<file path="src/rtl/crumb_pkg.sv">
// Shared defaults and helpers for the crumb chain collector.
package crumb_pkg;

    localparam int unsigned CRUMB_WORD_W     = 8;
    localparam int unsigned CRUMB_FIFO_DEPTH = 4;
    localparam int unsigned CRUMB_DROP_W     = 8;

    // Occupancy needs one extra bit so that a full FIFO (DEPTH) is representable.
    function automatic int unsigned crumb_fill_w(input int unsigned depth);
        return 32'($clog2(depth)) + 32'd1;
    endfunction

endpackage

</file>
<file path="src/rtl/crumb_fifo.sv">
// Generic synchronous first-word-fall-through FIFO with cleared storage.
module crumb_fifo
    import crumb_pkg::*;
#(
    parameter  int unsigned W      = 8,
    parameter  int unsigned DEPTH  = 4,
    localparam int unsigned FILL_W = crumb_fill_w(DEPTH)
) (
    input  logic              clk,
    input  logic              rst,
    input  logic              clr,
    input  logic              push,
    input  logic [W-1:0]      push_data,
    input  logic              pop,
    output logic [W-1:0]      head,
    output logic              empty,
    output logic              full,
    output logic [FILL_W-1:0] fill
);

    localparam int unsigned AW = $clog2(DEPTH);

    logic [W-1:0]      mem_q [DEPTH];
    logic [FILL_W-1:0] wr_q, wr_d;
    logic [FILL_W-1:0] rd_q, rd_d;
    logic              push_ok_c;
    logic              pop_ok_c;

    // A push into a full FIFO is only legal when the head leaves on the same edge.
    assign pop_ok_c  = pop && !empty;
    assign push_ok_c = push && (!full || pop_ok_c);

    always_comb begin
        wr_d = wr_q;
        rd_d = rd_q;
        if (clr) begin
            wr_d = '0;
            rd_d = '0;
        end else begin
            if (push_ok_c) wr_d = wr_q + FILL_W'(1);
            if (pop_ok_c)  rd_d = rd_q + FILL_W'(1);
        end
    end

    always_ff @(posedge clk or posedge rst) begin
        if (rst) begin
            wr_q <= '0;
            rd_q <= '0;
        end else begin
            wr_q <= wr_d;
            rd_q <= rd_d;
        end
    end

    always_ff @(posedge clk or posedge rst) begin
        if (rst) begin
            for (int i = 0; i < int'(DEPTH); i++) mem_q[i] <= '0;
        end else if (clr) begin
            for (int i = 0; i < int'(DEPTH); i++) mem_q[i] <= '0;
        end else if (push_ok_c) begin
            mem_q[wr_q[AW-1:0]] <= push_data;
        end
    end

    assign head  = mem_q[rd_q[AW-1:0]];
    assign empty = (wr_q == rd_q);
    assign full  = (wr_q[AW] != rd_q[AW]) && (wr_q[AW-1:0] == rd_q[AW-1:0]);
    assign fill  = wr_q - rd_q;

endmodule

</file>
<file path="src/rtl/crumb_collector.sv">
// Packs chain random bits MSB-first into words and buffers them; words that
// find the buffer full are dropped and counted so the chain never stalls.
module crumb_collector
    import crumb_pkg::*;
#(
    parameter  int unsigned WORD_W = CRUMB_WORD_W,
    parameter  int unsigned DEPTH  = CRUMB_FIFO_DEPTH,
    parameter  int unsigned DROP_W = CRUMB_DROP_W,
    localparam int unsigned FILL_W = crumb_fill_w(DEPTH)
) (
    input  logic              clk,
    input  logic              rst,
    input  logic              en_i,
    input  logic              rbit_i,
    input  logic              clr_i,
    output logic [WORD_W-1:0] out_data,
    output logic              out_valid,
    input  logic              out_ready,
    output logic [FILL_W-1:0] fill,
    output logic              overflow,
    output logic [DROP_W-1:0] drop_count
);

    localparam int unsigned BCNT_W = $clog2(WORD_W);

    logic [WORD_W-1:0] shreg_q, shreg_d;
    logic [BCNT_W-1:0] bcnt_q, bcnt_d;
    logic              overflow_q, overflow_d;
    logic [DROP_W-1:0] drop_q, drop_d;

    logic [WORD_W-1:0] word_c;
    logic              word_done_c;
    logic              pop_c;
    logic              full_c;
    logic              empty_c;

    assign word_c      = {shreg_q[WORD_W-2:0], rbit_i};
    assign word_done_c = en_i && !clr_i && (bcnt_q == BCNT_W'(WORD_W - 1));
    assign pop_c       = !empty_c && out_ready;

    always_comb begin
        shreg_d    = shreg_q;
        bcnt_d     = bcnt_q;
        overflow_d = overflow_q;
        drop_d     = drop_q;
        if (clr_i) begin
            shreg_d    = '0;
            bcnt_d     = '0;
            overflow_d = 1'b0;
            drop_d     = '0;
        end else begin
            if (en_i) begin
                shreg_d = word_c;
                bcnt_d  = word_done_c ? '0 : bcnt_q + BCNT_W'(1);
            end
            // Full with no simultaneous pop: the completed word is lost.
            if (word_done_c && full_c && !pop_c) begin
                overflow_d = 1'b1;
                if (drop_q != '1) drop_d = drop_q + DROP_W'(1);
            end
        end
    end

    always_ff @(posedge clk or posedge rst) begin
        if (rst) begin
            shreg_q    <= '0;
            bcnt_q     <= '0;
            overflow_q <= 1'b0;
            drop_q     <= '0;
        end else begin
            shreg_q    <= shreg_d;
            bcnt_q     <= bcnt_d;
            overflow_q <= overflow_d;
            drop_q     <= drop_d;
        end
    end

    crumb_fifo #(
        .W     (WORD_W),
        .DEPTH (DEPTH)
    ) u_fifo (
        .clk       (clk),
        .rst       (rst),
        .clr       (clr_i),
        .push      (word_done_c),
        .push_data (word_c),
        .pop       (pop_c),
        .head      (out_data),
        .empty     (empty_c),
        .full      (full_c),
        .fill      (fill)
    );

    assign out_valid  = !empty_c;
    assign overflow   = overflow_q;
    assign drop_count = drop_q;

endmodule

</file>
<file path="config.mk">
export PLATFORM = sky130hd
export DESIGN_NAME = crumb_collector
export DESIGN_NICKNAME = d
export VERILOG_FILES = /design/src/rtl/crumb_pkg.sv /design/src/rtl/crumb_fifo.sv /design/src/rtl/crumb_collector.sv
export SDC_FILE = /design/constraint.sdc
export NUM_CORES = 1
export LEC_CHECK = 0
export CAP_MARGIN = 20
export CORE_MARGIN = 1
export CORE_UTILIZATION = 57
export CTS_CLUSTER_SIZE = 24
export DETAILED_ROUTE_END_ITERATION = 10
export PLACE_DENSITY = 0.81
export SYNTH_ARGS = -nofsm -noshare
export SYNTH_HDL_FRONTEND = slang
export SYNTH_SLANG_ARGS = --single-unit
</file>
<file path="constraint.sdc">
create_clock -name clk -period 3.1 [get_ports clk]
set_input_delay 0.62 -clock clk [delete_from_list [all_inputs] [get_ports clk]]
set_output_delay 0.62 -clock clk [all_outputs]
set_load 0.03 [all_outputs]
</file>
After elaboration in Yosys (flattened, before gate mapping)
Index checks and enable logic that the tools add are counted.
W data, S select, Z words.
Word-level totals
  input port bits: 6
  latch bits: 0
  flip-flop bits (word level): 57
  bits in read-only memories: 0
  memories: 0
  memory bits (writable): 0
Operators by class
  reduce and logical (&&, ||, !) cells: 20
  eq/ne operators: 5
  multipliers: 0
  add/subtract/negate cells: 5
  magnitude comparators: 3
  divide/modulo/power cells: 0
  muxes and demuxes: 22
  shifts and indexed selects: 0
  bitwise logic cells: 2
Operators by type and width (number)
  $mux W32: 2
  $mux W8: 6
  $bwmux W32: 1
  $mux W3: 7
  $bmux W8 S2: 1
  $demux W8 S2: 1
  $mux W7: 2
  $reduce_bool A2 Y1: 5
  $add A3 B1 Y3 const B: 3
  $logic_and A1 B1 Y1: 9
  $add A8 B1 Y8 const B: 1
  $ne A8 B8 Y1 const B: 1
  $ge A3 B3 Y1 const B: 2
  $not A2 Y3: 2
  $logic_not A1 Y1: 4
  $eq A3 B3 Y1: 1
  $eq A3 B3 Y1 const B: 1
  $lt A3 B1 Y1 const B: 1
  $sub A3 B3 Y3: 1
  $eq A2 B2 Y1: 1
  $mux W1: 2
  $reduce_and A2 Y1: 1
  $logic_or A1 B1 Y1: 1
  $ne A1 B1 Y1: 1

Longest topological paths before layout
Gate-level depths: netlist (run 1).
  depth after elaboration: 8
  depth in mapped cells: 9
  depth with buffers taken out: 6

Modules after synthesis
From an unflattened synthesis (run 1), not the netlist that was laid out.
Unflattened totals
  cells, all modules: 265
  area, all modules: 2960.3 sq um
By module, submodules not included
  crumb_fifo: cells each 174, instances 1, area an instance 2030.7 sq um
  crumb_collector: cells each 91, instances 1, area an instance 929.6 sq um

Worst setup path before layout (run 1)
No wires, ideal clock.
  path type: register -> register
  start: register u_fifo.rd_q[1]
  end: register u_fifo.mem_q[15] in the netlist's numbering
  slack: 0.784 ns
  data arrival time: 2.184 ns
  stages on the path, launching flop included: 9
  required time: 2.968 ns
  buffers on the path: 2
  period minus slack after synthesis: 2.316 ns
  path through: dfrtp_1 > clkbuf_1 > inv_1 > ha_1 > and3b_1 > buf_2 > a211oi_4 > mux2i_1 > nor2_1
On the way
  longest elaborated chain between the ends: 7
Ends and longest elaborated chain
  from (decl): RTL line crumb_fifo.sv:25  | logic [FILL_W-1:0] rd_q, rd_d;
  from (signal assigned): RTL line crumb_fifo.sv:51  | rd_q <= rd_d;
  $eq A3 B3 Y1: RTL line crumb_fifo.sv:66  | assign empty = (wr_q == rd_q);
  $logic_not A1 Y1: RTL line crumb_fifo.sv:30, crumb_collector.sv:39
  $logic_and A1 B1 Y1: RTL line crumb_collector.sv:39  | assign pop_c = !empty_c && out_ready;
  $logic_and A1 B1 Y1: RTL line crumb_fifo.sv:30  | assign pop_ok_c = pop && !empty;
  $logic_or A1 B1 Y1 (*): RTL line crumb_fifo.sv:31  | assign push_ok_c = push && (!full || pop_ok_c);
  $logic_and A1 B1 Y1 (*): RTL line crumb_fifo.sv:31
  $reduce_bool A2 Y1 (no line) (*)
  to (signal, indexed assignment): RTL line crumb_fifo.sv:61  | mem_q[wr_q[AW-1:0]] <= push_data;
  to (decl): RTL line crumb_fifo.sv:23  | logic [W-1:0] mem_q [DEPTH];
Mark *: on every way between the ends. The rest lies on a longest branch, timed or not.
A chain may end at the register's enable or synchronous reset.

Final worst setup path (run 1)
  start: register u_fifo.rd_q[1]
  end: output port fill[2]
On the way
  longest elaborated chain between the ends: 1
Ends and longest elaborated chain
  $sub A3 B3 Y3: RTL line crumb_fifo.sv:68  | assign fill = wr_q - rd_q;
  to (decl): RTL line crumb_collector.sv:19  | output logic [FILL_W-1:0] fill,
No other way between the ends.

==> reports/metrics.yaml, run 1 <==
maxClockFrequency_mhz: 340
grt_pass1_wl_um: 9930
setup-violations-final: 0
grt-ovfl-total: 0
placeableCoreArea_um2: 4820
worstPathRequired_ps: 2480
cts_hold_buffers: 0
clock_latency_ps: 340
synth-compound-area-share_pct: 7.24
synthesis.area_um2: 2900
critPathLaunchType: "register"
worst_setup_path_startpoint: "u_fifo.rd_q[1]"
timing.final.max_slew_violations: 0
switching_share_pct: 22.2
netSwitchingPower_uw: 346
cts-root-buf: "clkbuf_8"
filler_cell_count: 371
detailedRoute.firstPassIterationCount: 4
multiInputGateArea_um2: 1390
layout_setup_ws_ps: 159
die_h_um: 73.4
power.ir.vdd_worst_v: 0.000360
diodes: 0
vias_in_the_first_global_route: 2039
gp_routability_congestion: 0.801
syn_inst: 250
crit_slowest_cell: "clkdlybuf4s50_1"
ant_nets: 0
layout_min_cycle_time_ps: 2940
postSynthRegisterBits: 57
endpoint_kind: "output port"
port_buffers: 26
all_layer_gr_usage_pct: 25.8
dominant_combinational_cell_family_by_area_after_synthesis: "multiplexers"
actual_slew_at_the_worst_max_slew_pin_ps: 588
cellInternalPower_mw: 1.21
worst_path_class_setup: "reg -> out"
synth_nets: 267
antenna_found_initial: 0
area_growth_pct: 20.1
clkSinkCount: 57
clkPwrFrac_pct: 48.2
post_synth_fa_ha_maj_area_fraction_pct: 5.00
post_cts_resize_count: 0
detailedPlacementHpwl_um: 3730
worstPathBufferInverterCount: 1
worst_hold_slack_ps: 491
crit_end: "fill[2]"
worst_r2r_startpoint: "u_fifo.rd_q[1]"
nets: 301
numCtsBuffers: 9
status: "finished, final reports clean"
hold_path_depth: 1
worst_flop_to_flop_path_endpoint: "drop_count[6]"
min_path_type: "reg -> reg"
finalSetupTns_ps: 0
post_synth_xor_area_fraction_pct: 2.76
longest_individual_stage_delay_on_the_worst_path_ps: 690
ctsLongestPathBuffers: 2
syn-mean-instance-area_um2: 11.6
ys_seq_area_share_pct: 49.1
timing.final.crit_share_pct: 94.9
maxCapViolCount: 0
pwr-share-comb_pct: 3.5
crit_family: "buffers and inverters"
max_slew_margin_pct: 60.8
mux_contribution_to_synthesized_area_pct: 20.7
postCtsSetupRepairBufs: 0
drc: 0
finClkSkew_ps: 8.52
regArea_um2: 1430
placedInstanceArea_um2: 3280
final_layout_size_suffix_gt1_share_pct: 14.9
worst-r2r-cell-count: 6
placement.setup.worst_slack_ps: 484
grt_setup_unrepaired: "no"
grt_start_max_net_pins: 57
r2r_setup_slk_ps: 480
chipWidth_um: 73.4
total_power_mw: 1.56
worst-path-max-fanout: 12
synth_simple_gate_area_share_pct: 11.9
clkSlewWorstSetupHoldPaths_ps: 70
post_drt_wl_per_cell_um: 16.7
drt-initial-drc-count: 116
yosysWarnings: 0
floorplan.initialDensity_pct: 60.3
floorplan.die_area_um2: 5380
rows: 25
ctsHtreeMaxLevel: 3
num_io_pins: 27
timing.final.hold_violations: 0
cts_tree: "yes"
timing.critical_path.arrival_ps: 2320
drt-total-wl_um: 5940
cell_area_after_layout_um2: 3490
leak_pwr_nw: 1.52
synth_cell_type_count: 36
routed_via_density: 5.64
power.sequential.fraction_pct: 48.2
vias: 2008
crit_cells: 3
critical_path.cell_chain: "fa_1, xnor2_1, clkdlybuf4s50_1"
power_per_cell_area_nw_per_um2: 447
==> layout by cell type (no fill, tap or decap), types with 4 or more instances in the layout <==
cell type,instances
inv_1,13
nor2_1,51
buf_4,7
a21oi_1,9
xnor2_1,4
clkdlybuf4s50_1,25
nand3_1,5
mux4_2,8
nand2_1,5
dfrtp_1,57
mux2i_1,42
ha_1,10
clkbuf_8,9
==> sequential cells by signal (all words and copies together), names as in the netlist <==
signal,count
u_fifo.wr_q,3
overflow,1
bcnt_q,3
u_fifo.rd_q,3
u_fifo.mem_q,32
drop_count,8
shreg_q,7
==> synth_stat cells (all sizes together) <==
cell type  instances  area [um2]
o211ai             1        7.51
a21oi              9        45.0
a21o               1        7.51
ha                10         125
nor3               1        5.00
o21ai              3        15.0
nor4               2        18.8
clkbuf             7        26.3
o31ai              2        15.0
a211o              1        10.0
nand2              5        18.8
a311oi             2        17.5
nand4              1        6.26
a211oi             5        75.1
a31o               1        8.76
xnor2              4        35.0
nand3              5        25.0
dfrtp             57        1430
buf                4        17.5
nor2              51         191
nand3b             4        42.5
a41oi              1        8.76
mux2i             42         420
fa                 1        20.0
inv               14        52.6
xor2               3        45.1
or3                1        7.51
and3               2        12.5
and3b              1        8.76
mux4               8         180
or4                1        7.51
==> layer usage <==
metal | part of all wire (%) | global-route usage [%] | vias to the layer above
met5 | 0 | 0 | -
met4 | 1.4 | 9.19 | 0
met1 | 46 | 35.5 | 1012
met2 | 48 | 38.8 | 46
li1 | - | - | 941
met3 | 4.3 | 8.37 | 9
==> cells by family (layout without fill, tap and decap cells) <==
family,count (synthesis),in the layout
and+or+nand+nor,74,74
muxes,50,50
xor gates and xnor gates,7,7
AOI/OAI and AO/OA,26,26
buffers and inverters,25,64
adders and majority gates,11,11
DFF,57,57
==> worst reg2reg max path: cells and delay by family, from the launching register on <==
| family | cells | cell delay, ps |
|---|---|---|
| adder cells (fa/ha/maj) | 1 | 330 |
| AND/OR/NAND/NOR | 3 | 1210 |
| AO/OA/AOI/OAI | 1 | 170 |
| buffers and inverters | 1 | 100 |
| flip-flops | 1 | 720 |
==> layout make-up <==
class	count	share of cell area, %
flip-flops and latches	57	40.9
multi-input cells	168	39.7
repair buffers	34	9.40
clock buffers	10	3.66
well taps	67	2.40
clock inverters	6	2.37
inverters	14	1.51
==> worst min-delay path by stage <==
stage | end | from | slack [ps]
floorplan | u_fifo.mem_q[10] | u_fifo.mem_q[10] | 480
global placement | overflow | overflow | 490
detailed placement | overflow | overflow | 490
CTS | overflow | overflow | 490
global route | overflow | overflow | 530
finish | overflow | overflow | 490
==> power by group through the flow <==
stage | sequential, mW | clock (mW) | combinational [mW]
detailed placement | 0.765 | 0 | 0.0563
CTS | 0.751 | 0.754 | 0.0566
global placement | 0.765 | 0 | 0.0554
finish | 0.751 | 0.751 | 0.0551
global route | 0.751 | 0.790 | 0.0626
floorplan | 0.764 | 0 | 0.0357
==> per-stage QoR <==
stage | util [%] | cells
after floorplan | - | 250
after global placement | 68.0 | 340
after detailed placement | 68.0 | 340
after CTS | 72.4 | 356
after global routing | 72.4 | 356
final | 72.4 | 356
Note: power is estimated with default switching activity, not from simulation.
==> run 2: changes to the inputs <==
Settings changed: MAX_ROUTING_LAYER set to met4.
==> reports/metrics.yaml, run 2 (same netlist as run 1, synthesis figures left out) <==
final_layout_size_suffix_gt1_share_pct: 14.9  # unchanged
holdCritStartpoint: "overflow"  # unchanged
timing.final.max_slew_violations: 0  # unchanged
finClkSkew_ps: 9.20  # was 8.52 ps
routed_via_density: 5.63  # was 5.64
worstHoldEndpoint: "overflow"  # unchanged
port_buffers: 26  # unchanged
worstPathBufferInverterCount: 1  # unchanged
vias_in_the_first_global_route: 2028  # was 2039
area_growth_pct: 20.1  # unchanged
max_slew_margin_pct: 59.5  # was 60.8%
status: "finished, final reports clean"  # unchanged
detailedRoute.firstPassIterationCount: 4  # unchanged
numCtsBuffers: 9  # unchanged
hold_path_depth: 1  # unchanged
critPathLaunchType: "register"  # unchanged
cts_hold_buffers: 0  # unchanged
worst_path_class_setup: "reg -> out"  # unchanged
timing.final.hold_violations: 0  # unchanged
actual_slew_at_the_worst_max_slew_pin_ps: 608  # was 588 ps
all_layer_gr_usage_pct: 26.5  # was 25.8%
post_drt_wl_per_cell_um: 16.7  # about the same
crit_slowest_cell: "clkdlybuf4s50_1"  # unchanged
leak_pwr_nw: 1.52  # unchanged
drt-initial-drc-count: 123  # was 116
worst_r2r_startpoint: "u_fifo.rd_q[1]"  # unchanged
antenna_found_initial: 0  # unchanged
drt-total-wl_um: 5940  # about the same
maxClockFrequency_mhz: 339  # was 340 MHz
fin_util_pct: 72.4  # unchanged
maxCapViolCount: 0  # unchanged
worst_hold_slack_ps: 493  # was 491 ps
gp_routability_congestion: 0.813  # was 0.801
layout_commonest_cell: "dfrtp_1"  # unchanged
clock_latency_ps: 340  # about the same
worst-path-max-fanout: 12  # unchanged
worst_flop_to_flop_path_endpoint: "drop_count[6]"  # unchanged
vias: 2005  # was 2008
crit_family: "buffers and inverters"  # unchanged
postCtsSetupRepairBufs: 0  # unchanged
post_cts_resize_count: 0  # unchanged
cts_tree: "yes"  # unchanged
clkSinkCount: 57  # unchanged
register_ranked_first_by_flip_flop_count: "u_fifo.mem_q"  # unchanged
nets: 301  # unchanged
drc: 0  # unchanged
timing.critical_path.arrival_ps: 2330  # was 2320 ps
total_power_mw: 1.55  # was 1.56 mW
worst-r2r-cell-count: 6  # unchanged
die_h_um: 73.4  # unchanged
longest_individual_stage_delay_on_the_worst_path_ps: 690  # about the same
cell_area_after_layout_um2: 3490  # unchanged
setup-violations-final: 0  # unchanged
chipWidth_um: 73.4  # unchanged
finalSetupTns_ps: 0  # unchanged
num_io_pins: 27  # unchanged
floorplan.initialDensity_pct: 60.3  # unchanged
worstPathRequired_ps: 2480  # about the same
r2r_setup_slk_ps: 450  # was 480 ps
cts-root-buf: "clkbuf_8"  # unchanged
ctsLongestPathBuffers: 2  # unchanged
clkSlewWorstSetupHoldPaths_ps: 70  # about the same
critical_path.cell_chain: "fa_1, xnor2_1, clkdlybuf4s50_1"  # unchanged
grt_start_max_net_pins: 57  # unchanged
placedInstanceArea_um2: 3280  # unchanged
ant_nets: 0  # unchanged
power.ir.vdd_worst_v: 0.000360  # about the same
min_path_type: "reg -> reg"  # unchanged
largest_reg_flops: 32  # unchanged
layout_min_cycle_time_ps: 2950  # was 2940 ps
timing.final.crit_share_pct: 95.1  # was 94.9%
floorplan.die_area_um2: 5380  # unchanged
grt_setup_unrepaired: "no"  # unchanged
grt-ovfl-total: 0  # unchanged
power_per_cell_area_nw_per_um2: 446  # was 447 nW/um2
endpoint_kind: "output port"  # unchanged
detailedPlacementHpwl_um: 3730  # unchanged
placeableCoreArea_um2: 4820  # unchanged
grt_pass1_wl_um: 9940  # was 9930 um
diodes: 0  # unchanged
ctsHtreeMaxLevel: 3  # unchanged
final_cell_mix: "dfrtp_1, nor2_1, mux2i_1, clkdlybuf4s50_1, inv_1"  # unchanged
rows: 25  # unchanged
[run 2: worst max path at each step]
stage / endpoint / from / cells past startpoint / slack, ps
after floorplan: u_fifo.mem_q[15] / u_fifo.rd_q[1] / 8 / 780
after global placement: drop_count[6] / out_ready / 5 / 520
after detailed placement: drop_count[6] / out_ready / 5 / 480
after CTS: fill[2] / u_fifo.rd_q[1] / 3 / 130
after global routing: fill[2] / u_fifo.wr_q[0] / 5 / 90
final: fill[2] / u_fifo.rd_q[1] / 3 / 150
[run 2: metrics by stage]
stage,setup WS (ps),instances
detailed placement,484,340
CTS,135,356
floorplan,784,250
finish,152,356
global placement,517,340
global route,89.7,356
[run 2: layout make-up]
type	count	area (um2)
clock buffers	10	128
clock inverters	6	82.6
fillers	371	1330
inverters	14	52.6
multi-input cells	168	1390
flip-flops and latches	57	1430
well taps	67	83.8
repair buffers	34	328
[run 2: power by group]
group | internal, mW | switching [mW]
registers | 0.747 | 0.00390
logic | 0.0160 | 0.0392
clock network | 0.448 | 0.299
[run 2: worst register-to-register path: stages (launching register included)]
cell      delay [ps]
dfrtp_1          730
inv_1            110
ha_1             340
and3b_1          490
nand3b_4         190
or4_1            540
a21oi_1          170
[run 2: metal layers]
metal  share of wire [%]  global-route usage, %
met5                   0                      -
met4                 1.6                   10.5
met3                 3.8                   7.13
met2                  49                   38.6
met1                  45                   35.8
==> run 3: changes to the inputs <==
Settings changed: SKIP_CTS_REPAIR_TIMING set to 1, TNS_END_PERCENT set to 1.
==> results of run 3 <==
The final DEF is identical to that of run 2; final timing and power are the same.
